## config.mk

```make
export PLATFORM = sky130hd
export DESIGN_NAME = keypad_scan_ctrl
export DESIGN_NICKNAME = d
export VERILOG_FILES = /design/src/rtl/keypad_scan_ctrl.sv
export SDC_FILE = /design/constraint.sdc
export NUM_CORES = 1
export LEC_CHECK = 0
export ABC_AREA = 0
export CAP_MARGIN = 20
export CORE_ASPECT_RATIO = 0.5
export CORE_MARGIN = 5
export CORE_UTILIZATION = 33
export DETAILED_ROUTE_END_ITERATION = 12
export HOLD_SLACK_MARGIN = 0.02
export PLACE_DENSITY = 0.53
export SYNTH_ARGS = -nofsm -noshare
export SYNTH_HDL_FRONTEND = slang
export SYNTH_SLANG_ARGS = --single-unit
export TNS_END_PERCENT = 30
```

## constraint.sdc

```tcl
create_clock -name clk -period 8.5 [get_ports clk]
set_clock_uncertainty 0.2 [all_clocks]
set_input_delay 1.7 -clock clk [delete_from_list [all_inputs] [get_ports clk]]
set_output_delay 1.7 -clock clk [all_outputs]
set_load 0.005 [all_outputs]
```

## src/rtl/keypad_scan_ctrl.sv

```systemverilog
// Matrix keypad scanner: synchronizes row sense lines, scans columns, debounces
// press/release and queues one key code per press in a small FIFO.
module keypad_scan_ctrl #(
  parameter int unsigned ROWS         = 3,
  parameter int unsigned COLS         = 3,
  parameter int unsigned SETTLE_CYC   = 2,
  parameter int unsigned DEBOUNCE_CNT = 4,
  parameter int unsigned FIFO_DEPTH   = 4,
  localparam int unsigned CODE_W      = (ROWS * COLS > 1) ? $clog2(ROWS * COLS) : 1
) (
  input  logic              clk,
  input  logic              rst_n,
  input  logic [ROWS-1:0]   row_in,
  output logic [COLS-1:0]   col_out,
  output logic [CODE_W-1:0] key_code,
  output logic              key_valid,
  input  logic              key_ready,
  output logic              overflow,
  input  logic              clr_ovf,
  output logic              key_held
);

  localparam int unsigned COL_W = (COLS > 1) ? $clog2(COLS) : 1;
  localparam int unsigned ROW_W = (ROWS > 1) ? $clog2(ROWS) : 1;
  localparam int unsigned SET_W = $clog2(SETTLE_CYC + 2);
  localparam int unsigned DEB_W = (DEBOUNCE_CNT > 1) ? $clog2(DEBOUNCE_CNT) : 1;
  localparam int unsigned PTR_W = (FIFO_DEPTH > 1) ? $clog2(FIFO_DEPTH) : 1;
  localparam int unsigned CNT_W = $clog2(FIFO_DEPTH + 1);

  typedef enum logic [1:0] {IDLE, SCAN, DEBOUNCE, HOLD} state_e;

  state_e              state_q, state_d;
  logic [ROWS-1:0]     sync1_q, row_s_q;
  logic [COL_W-1:0]    col_idx_q, col_idx_d;
  logic [SET_W-1:0]    settle_cnt_q, settle_cnt_d;
  logic [COL_W-1:0]    cap_col_q, cap_col_d;
  logic [ROWS-1:0]     cap_rows_q, cap_rows_d;
  logic [DEB_W-1:0]    deb_cnt_q, deb_cnt_d;
  logic [COLS-1:0]     col_out_q, col_out_d;
  logic                key_held_q, key_held_d;

  logic [CODE_W-1:0]   mem_q [FIFO_DEPTH];
  logic [CODE_W-1:0]   mem_d [FIFO_DEPTH];
  logic [PTR_W-1:0]    wr_ptr_q, wr_ptr_d, rd_ptr_q, rd_ptr_d;
  logic [CNT_W-1:0]    count_q, count_d;
  logic                key_valid_q, key_valid_d;
  logic [CODE_W-1:0]   key_code_q, key_code_d;
  logic                overflow_q, overflow_d;

  logic                push_c, pop_c, full_c, push_ok_c, drop_c;
  logic [ROW_W-1:0]    low_row_c;
  logic [CODE_W-1:0]   push_code_c;

  function automatic logic [PTR_W-1:0] ptr_inc(input logic [PTR_W-1:0] p);
    return (p == PTR_W'(FIFO_DEPTH - 1)) ? '0 : p + PTR_W'(1);
  endfunction

  // Lowest set captured row wins when several rows are active.
  always_comb begin
    low_row_c = '0;
    for (int i = int'(ROWS) - 1; i >= 0; i--) begin
      if (cap_rows_q[i]) low_row_c = ROW_W'(i);
    end
    push_code_c = CODE_W'(32'(low_row_c) * COLS + 32'(cap_col_q));
  end

  // Scan/debounce FSM; deb_cnt doubles as the release counter in HOLD.
  always_comb begin
    state_d      = state_q;
    col_idx_d    = col_idx_q;
    settle_cnt_d = settle_cnt_q;
    cap_col_d    = cap_col_q;
    cap_rows_d   = cap_rows_q;
    deb_cnt_d    = deb_cnt_q;
    push_c       = 1'b0;
    unique case (state_q)
      IDLE: begin
        if (row_s_q != '0) begin
          state_d      = SCAN;
          col_idx_d    = '0;
          settle_cnt_d = '0;
        end
      end
      SCAN: begin
        // Sample after SETTLE_CYC+2 cycles so the synchronizer sees the new column.
        if (settle_cnt_q == SET_W'(SETTLE_CYC + 1)) begin
          if (row_s_q != '0) begin
            cap_col_d  = col_idx_q;
            cap_rows_d = row_s_q;
            deb_cnt_d  = '0;
            state_d    = DEBOUNCE;
          end else if (col_idx_q == COL_W'(COLS - 1)) begin
            state_d = IDLE;
          end else begin
            col_idx_d    = col_idx_q + COL_W'(1);
            settle_cnt_d = '0;
          end
        end else begin
          settle_cnt_d = settle_cnt_q + SET_W'(1);
        end
      end
      DEBOUNCE: begin
        if (row_s_q != cap_rows_q) begin
          state_d = IDLE;
        end else if (deb_cnt_q == DEB_W'(DEBOUNCE_CNT - 1)) begin
          push_c    = 1'b1;
          deb_cnt_d = '0;
          state_d   = HOLD;
        end else begin
          deb_cnt_d = deb_cnt_q + DEB_W'(1);
        end
      end
      HOLD: begin
        if (row_s_q != '0) begin
          deb_cnt_d = '0;
        end else if (deb_cnt_q == DEB_W'(DEBOUNCE_CNT - 1)) begin
          state_d = IDLE;
        end else begin
          deb_cnt_d = deb_cnt_q + DEB_W'(1);
        end
      end
      default: state_d = IDLE;
    endcase

    col_out_d  = '1;
    key_held_d = 1'b0;
    unique case (state_d)
      SCAN:          col_out_d = COLS'(1) << col_idx_d;
      DEBOUNCE:      col_out_d = COLS'(1) << cap_col_d;
      HOLD: begin
        col_out_d  = COLS'(1) << cap_col_d;
        key_held_d = 1'b1;
      end
      default:       col_out_d = '1;
    endcase
  end

  // Event FIFO; head and valid are registered from next-state values.
  always_comb begin
    pop_c     = key_valid_q && key_ready;
    full_c    = (count_q == CNT_W'(FIFO_DEPTH));
    push_ok_c = push_c && (!full_c || pop_c);
    drop_c    = push_c && full_c && !pop_c;
    mem_d     = mem_q;
    wr_ptr_d  = wr_ptr_q;
    rd_ptr_d  = rd_ptr_q;
    count_d   = count_q;
    if (push_ok_c) begin
      mem_d[wr_ptr_q] = push_code_c;
      wr_ptr_d        = ptr_inc(wr_ptr_q);
    end
    if (pop_c) rd_ptr_d = ptr_inc(rd_ptr_q);
    unique case ({push_ok_c, pop_c})
      2'b10:   count_d = count_q + CNT_W'(1);
      2'b01:   count_d = count_q - CNT_W'(1);
      default: count_d = count_q;
    endcase
    key_valid_d = (count_d != '0);
    key_code_d  = key_valid_d ? mem_d[rd_ptr_d] : '0;
    overflow_d  = drop_c ? 1'b1 : (clr_ovf ? 1'b0 : overflow_q);
  end

  always_ff @(posedge clk or negedge rst_n) begin
    if (!rst_n) begin
      state_q      <= IDLE;
      sync1_q      <= '0;
      row_s_q      <= '0;
      col_idx_q    <= '0;
      settle_cnt_q <= '0;
      cap_col_q    <= '0;
      cap_rows_q   <= '0;
      deb_cnt_q    <= '0;
      col_out_q    <= '1;
      key_held_q   <= 1'b0;
      mem_q        <= '{default: '0};
      wr_ptr_q     <= '0;
      rd_ptr_q     <= '0;
      count_q      <= '0;
      key_valid_q  <= 1'b0;
      key_code_q   <= '0;
      overflow_q   <= 1'b0;
    end else begin
      state_q      <= state_d;
      sync1_q      <= row_in;
      row_s_q      <= sync1_q;
      col_idx_q    <= col_idx_d;
      settle_cnt_q <= settle_cnt_d;
      cap_col_q    <= cap_col_d;
      cap_rows_q   <= cap_rows_d;
      deb_cnt_q    <= deb_cnt_d;
      col_out_q    <= col_out_d;
      key_held_q   <= key_held_d;
      mem_q        <= mem_d;
      wr_ptr_q     <= wr_ptr_d;
      rd_ptr_q     <= rd_ptr_d;
      count_q      <= count_d;
      key_valid_q  <= key_valid_d;
      key_code_q   <= key_code_d;
      overflow_q   <= overflow_d;
    end
  end

  assign col_out   = col_out_q;
  assign key_held  = key_held_q;
  assign key_valid = key_valid_q;
  assign key_code  = key_code_q;
  assign overflow  = overflow_q;

endmodule

```

==> results_dict.tcl, run 1 <==
set metrics [dict create \
    firstDrtPassIters 4 \
    cts-buffers-inserted 5 \
    synth_xor_area_share_pct 1.584 \
    cp.arrival_ps 5060 \
    layout_common_cells "49 x dfrtp_1, 25 x inv_1, 20 x nand2_1" \
    grt_pass1_vias 2067 \
    crit_fanout 10 \
    period_share_pct 59.77 \
    multiInputGateArea_um2 1324 \
    max-vdd-ir-drop_v 0.00009243 \
    post_cts_buffers 0 \
    finalHoldViolations 0 \
    finalSetupViolCount 0 \
    start_util_pct 34.19 \
    yosysWarnings 0 \
    ctsResizeCount 0 \
    synth.area.top_cells "dfrtp_1 44%, mux2_2 6.1%, ha_1 5.4%" \
    antenna_found_initial 0 \
    io_pins 17 \
    grt_overflow 0 \
    start_kind "input port" \
    yosysTopAreaCell "dfrtp_1" \
    wl_um 5805 \
    io_buffers 16 \
    path_cells "clkdlybuf4s50_1 > a211oi_1 > and2_1 > nor2_8 > inv_2 > ha_1 > fa_1 > mux2_2 > or2_2 > nor3_1 > nor2_1 > a31o_2" \
    slew_headroom_pct 56.96 \
    ys_async_sr_fraction_pct 100.0 \
    detailed_place_hpwl_um 4312 \
    powerDensity_nw_per_um2 295.3 \
    p_total_mw 0.9460 \
    max_slew.worst_pin.slew_ps 645.5 \
    seq_area_frac_synth_pct 47.19 \
    slew_violations 0 \
    synth_top_area_share_pct 44.34 \
    slowest_stage "clkdlybuf4s50_1" \
    chipWidth_um 139.5 \
    p_leak_nw 1.445 \
    via_per_inst 5.054 \
    status "completed" \
    place_ws_ps 3143 \
    drc 0 \
    clk_path_buf_depth 2 \
    crit_buf_inv 2 \
    fill_cells 767 \
    area_growth_pct 15.84 \
    num_antenna_cells 0 \
    synth_edf_count 0 \
    r2r_slack_ps 4470 \
    grt_max_degree 53 \
    die_h_um 74.73 \
    critPathMaxStageDelay_ps 490 \
    r2r_cells 11 \
    rr_endpoint "key_code[2]" \
    cts_tree "done" \
    period_minus_slack_ps 5081 \
    synth_fa_ha_area_share_pct 7.602 \
    synth_compound_area_share_pct 17.01 \
    synth_seq_cells 52 \
    fin_setup_tns_ps 0 \
    netlist_area_um2 2765 \
    timing.fmax_ghz 0.1968 \
    layout_commonest_cell "dfrtp_1" \
    synth_top_family_by_area "compound AO/OA/AOI/OAI gates" \
    dieArea_um2 10420 \
    crit_family "simple AND/OR/NAND/NOR gates" \
    cts_hold_buf 0 \
    crit_path_end_kind "flip-flop" \
    synth_top_flop_cell "dfrtp_1" \
    yosys.area_share.simple_pct 14.12 \
    drtIter0Drc 115 \
    holdPathStages 0 \
    num_vias 1956 \
    drive_gt1_share_pct 15.64 \
    routedWlPerCell_um 15.00 \
    cap_viol_max_count 0 \
    drtAntennaViolNets 0 \
    synthMuxAreaShare_pct 7.557 \
    gp_congestion 0.8341 \
    syn_inst 257 \
    htree_levels 2 \
    rsz0062_at_grt "no" \
    post-route-util_pct 39.61 \
    cts.clk_slew.worst_paths_ps 60 \
    layout.area.seq_um2 1305 \
    clockRootBuffer "clkbuf_16" \
    hold_path.startpoint "sync1_q[2]" \
    grt_pass1_wl_um 9991 \
    avgSynthCellArea_um2 10.76 \
    synthDistinctLibCells 57 \
    design.core.area_um2 8087 \
    track_usage_pct 11.91 \
    cts_sinks 52 \
    fin_nets 296 \
    rows 23 \
    clk_latency_ps 280 \
    fin_ws_ps 3420 \
    r2r_start "state_q[0]" \
    crit_required_ps 8480 \
    hold_path.class "reg2reg" \
    hold_end "row_s_q[2]" \
    crit_type "in2reg" \
    syn-num-nets 279 \
]
cells by family after synthesis:
kind of cell	count (synthesis)
AOI/OAI and AO/OA	65
xor gates and xnor gates	5
muxes	19
DFF	52
adders and majority gates	15
and+or+nand+nor	66
buffers and inverters	35
report_power, final:
group | internal, mW | leakage [nW] | switching [mW]
clock | 0.139 | 0.0781 | 0.0846
combinational | 0.165 | 0.712 | 0.206
sequential | 0.303 | 0.654 | 0.0485
total | 0.607 | 1.44 | 0.339
Yosys cell counts, types with 4 or more instances:
| cell type | number |
|---|---|
| mux2i_1 | 4 |
| a21oi_1 | 9 |
| or2_2 | 4 |
| nor2_1 | 4 |
| clkbuf_1 | 6 |
| ha_1 | 12 |
| nand3_1 | 5 |
| nor3_1 | 5 |
| a311oi_1 | 7 |
| nand2_1 | 20 |
| a31oi_1 | 5 |
| o21ai_0 | 14 |
| mux2_2 | 15 |
| nand3b_1 | 4 |
| dfrtp_1 | 49 |
| inv_1 | 25 |
worst reg2reg max path, cell delays in order, from the launching register on:
cell and delay, ps:
dfrtp_1 510, nand3b_1 280, or4_1 670, nor2_8 250, inv_2 60, ha_1 220, fa_1 430, mux2_2 280
or2_2 310, nor3_1 340, nor2_1 120, a31o_2 260
worst max path at each step:
| stage | slack (ps) | cells after the start | to | startpoint |
|---|---|---|---|---|
| 3_5_place_dp | 3140 | 12 | key_code[2] | key_ready |
| 3_3_place_gp | 3240 | 12 | key_code[2] | key_ready |
| 4_1_cts | 3430 | 12 | key_code[2] | key_ready |
| 5_1_grt | 3220 | 12 | key_code[2] | key_ready |
| 2_1_floorplan | 3970 | 11 | key_code[2] | key_ready |
| 6_report | 3420 | 12 | key_code[2] | key_ready |
final cells by class:
type	count	area share, %
multi-input combinational	170	41.33
sequential	52	40.74
timing repair buffer	18	5.312
tap	112	4.375
clock buffer	7	4.141
inverter	27	3.164
clock inverter	1	0.9375
stage by stage:
stage	instances	hold slack, ps	instance area (µm²)
2_1_floorplan	257	131.2	2765
3_5_place_dp	379	141.0	3040
6_report	387	147.8	3203
4_1_cts	387	151.2	3203
3_3_place_gp	379	133.5	3040
5_1_grt	387	157.3	3203
flip-flops by register name, summed over array words and instances, names as in the netlist, 3 cells and up:
register / cells
key_code: 4
sync1_q: 3
count_q: 3
cap_rows_q: 3
mem_q: 16
col_out: 3
row_s_q: 3
per-layer routing:
layer  vias up  GRT usage (%)  wire [µm]
met1       960          14.76       2735
met2        32          21.34       2800
met4         0          3.796         62
met5         -              0          0
met3         4          2.602        206
li1        960              -          -
No activity file was read; power rests on OpenSTA's default activity.
==> run 2, diff against run 1 <==
Settings changed: PLACE_DENSITY 0.53 to 0.55.
Clock period 8.5 ns to 4.5 ns, I/O delays scaled along.
==> run 2 against run 1 <==
Non-clock buffer count up 2. Die area is the same. Global-route usage increased by 0.51 points. Sequential power is 90% higher. Cell count up 0.26%. Critical endpoint is now key_code[1]. Largest cell class unchanged. Highest routed layer unchanged.
==> results_dict.tcl, run 2 (synthesis results as in run 1) <==
set metrics [dict create \
    htree_levels 2 \
    clockRootBuffer "clkbuf_16" \
    gp_congestion 0.8430 \
    layout_commonest_cell "dfrtp_1" \
    layout_common_cells "49 x dfrtp_1, 25 x inv_1, 20 x nand2_1" \
    ctsResizeCount 0 \
    start_kind "input port" \
    cts.clk_slew.worst_paths_ps 60 \
    crit_fanout 10 \
    cp.arrival_ps 4090 \
    hold_path.startpoint "sync1_q[1]" \
    crit_start "key_ready" \
    io_pins 17 \
    antenna_found_initial 0 \
    grt_pass1_wl_um 10390 \
    max_slew.worst_pin.slew_ps 662.1 \
    slew_violations 0 \
    start_util_pct 34.19 \
    dieArea_um2 10420 \
    track_usage_pct 12.42 \
    detailed_place_hpwl_um 4484 \
    rsz0062_at_grt "no" \
    drive_gt1_share_pct 16.30 \
    grt_max_degree 53 \
    powerDensity_nw_per_um2 549.3 \
    cts_sinks 52 \
    max-vdd-ir-drop_v 0.0001463 \
    drtAntennaViolNets 0 \
    post_cts_buffers 0 \
    period_minus_slack_ps 4125 \
    drtIter0Drc 228 \
    area_growth_pct 15.34 \
    crit_type "in2reg" \
    crit_required_ps 4470 \
    wl_um 6066 \
    grt_pass1_vias 2113 \
    cts_tree "done" \
    largest_reg_flops 16 \
    finalSetupViolCount 0 \
    r2r_slack_ps 520 \
    drc 0 \
    p_int_mw 1.096 \
    cts-buffers-inserted 5 \
    regMostFlops "mem_q" \
    fin_setup_tns_ps 0 \
    num_antenna_cells 0 \
    p_sw_mw 0.6563 \
    fin_worst_hold_slack_ps 149.7 \
    die_h_um 74.73 \
    fill_cells 787 \
    grt_overflow 0 \
    routedWlPerCell_um 15.63 \
    r2r_start "state_q[1]" \
    timing.fmax_ghz 0.2424 \
    slew_headroom_pct 55.86 \
    hold_path.class "reg2reg" \
    finalHoldViolations 0 \
    switching_share_pct 37.46 \
    via_per_inst 5.206 \
    p_leak_nw 1.444 \
    rows 23 \
    combinationalPowerShare_pct 41.6 \
    design.core.area_um2 8087 \
    p_total_mw 1.752 \
    status "completed" \
    cap_viol_max_count 0 \
    io_buffers 16 \
    crit_path_end_kind "flip-flop" \
    firstDrtPassIters 4 \
    clk_path_buf_depth 2 \
    fin_nets 298 \
    period_share_pct 91.67 \
    clkPwrFrac_pct 20.3 \
    cts_hold_buf 0 \
    pwr-share-seq_pct 38.1 \
    num_vias 2020 \
    clk_latency_ps 280 \
    chipWidth_um 139.5 \
]
[run 2: cell type report]
type,count,area [µm²],area share (%)
Clock buffer,6,128.9,4.041
Inverter,27,101.3,3.178
Multi-Input combinational cell,170,1324,41.51
Clock inverter,1,5.005,0.1569
Tap cell,112,140.1,4.394
Timing Repair Buffer,20,185.2,5.806
Sequential cell,52,1305,40.92
[run 2: path summary, 6_finish.rpt]
| kind | endpoint | depth (start not counted) |
|---|---|---|
| hold reg to reg | row_s_q[1] | 0 |
| max in group asynchronous | count_q[2] | 2 |
| min in group asynchronous | deb_cnt_q[1] | 2 |
| hold / removal | row_s_q[1] | 0 |
| setup reg to reg | key_code[1] | 11 |
| setup / recovery | key_code[1] | 12 |
[run 2: worst max-delay path, stage by stage]
cell and delay, ps:
clkdlybuf4s50_1 490, a211oi_1 370, and2_1 320, nor2_8 90, inv_2 70, ha_1 200, fa_1 430, mux2_2 280
or2_2 310, o31ai_1 300, nor4_1 110, a41o_1 220
[run 2: per-layer routing]
layer	up-vias	track usage (%)	part of all wire, %
li1	967	-	-
met1	1015	14.98	45
met2	32	22.78	50
met3	6	2.792	3.1
met4	0	3.905	1.3
met5	-	0	0
[run 2: power by group through the flow]
| stage | logic, mW | clock network [mW] | registers, mW |
|---|---|---|---|
| floorplan | 0.506 | 0 | 0.641 |
| global placement | 0.704 | 0 | 0.670 |
| detailed placement | 0.731 | 0 | 0.676 |
| CTS | 0.735 | 0.371 | 0.667 |
| global route | 0.811 | 0.394 | 0.679 |
| finish | 0.729 | 0.356 | 0.667 |
[run 2: through the flow]
stage                     cells  area (µm²)  setup WS, ps  util (%)
after global placement      381        3055         219.6     37.78
final                       388        3189         375.0     39.44
after global routing        388        3189         265.2     39.44
after floorplan             257        2765         773.5         -
after CTS                   388        3189         410.9     39.44
after detailed placement    381        3055         151.0     37.78
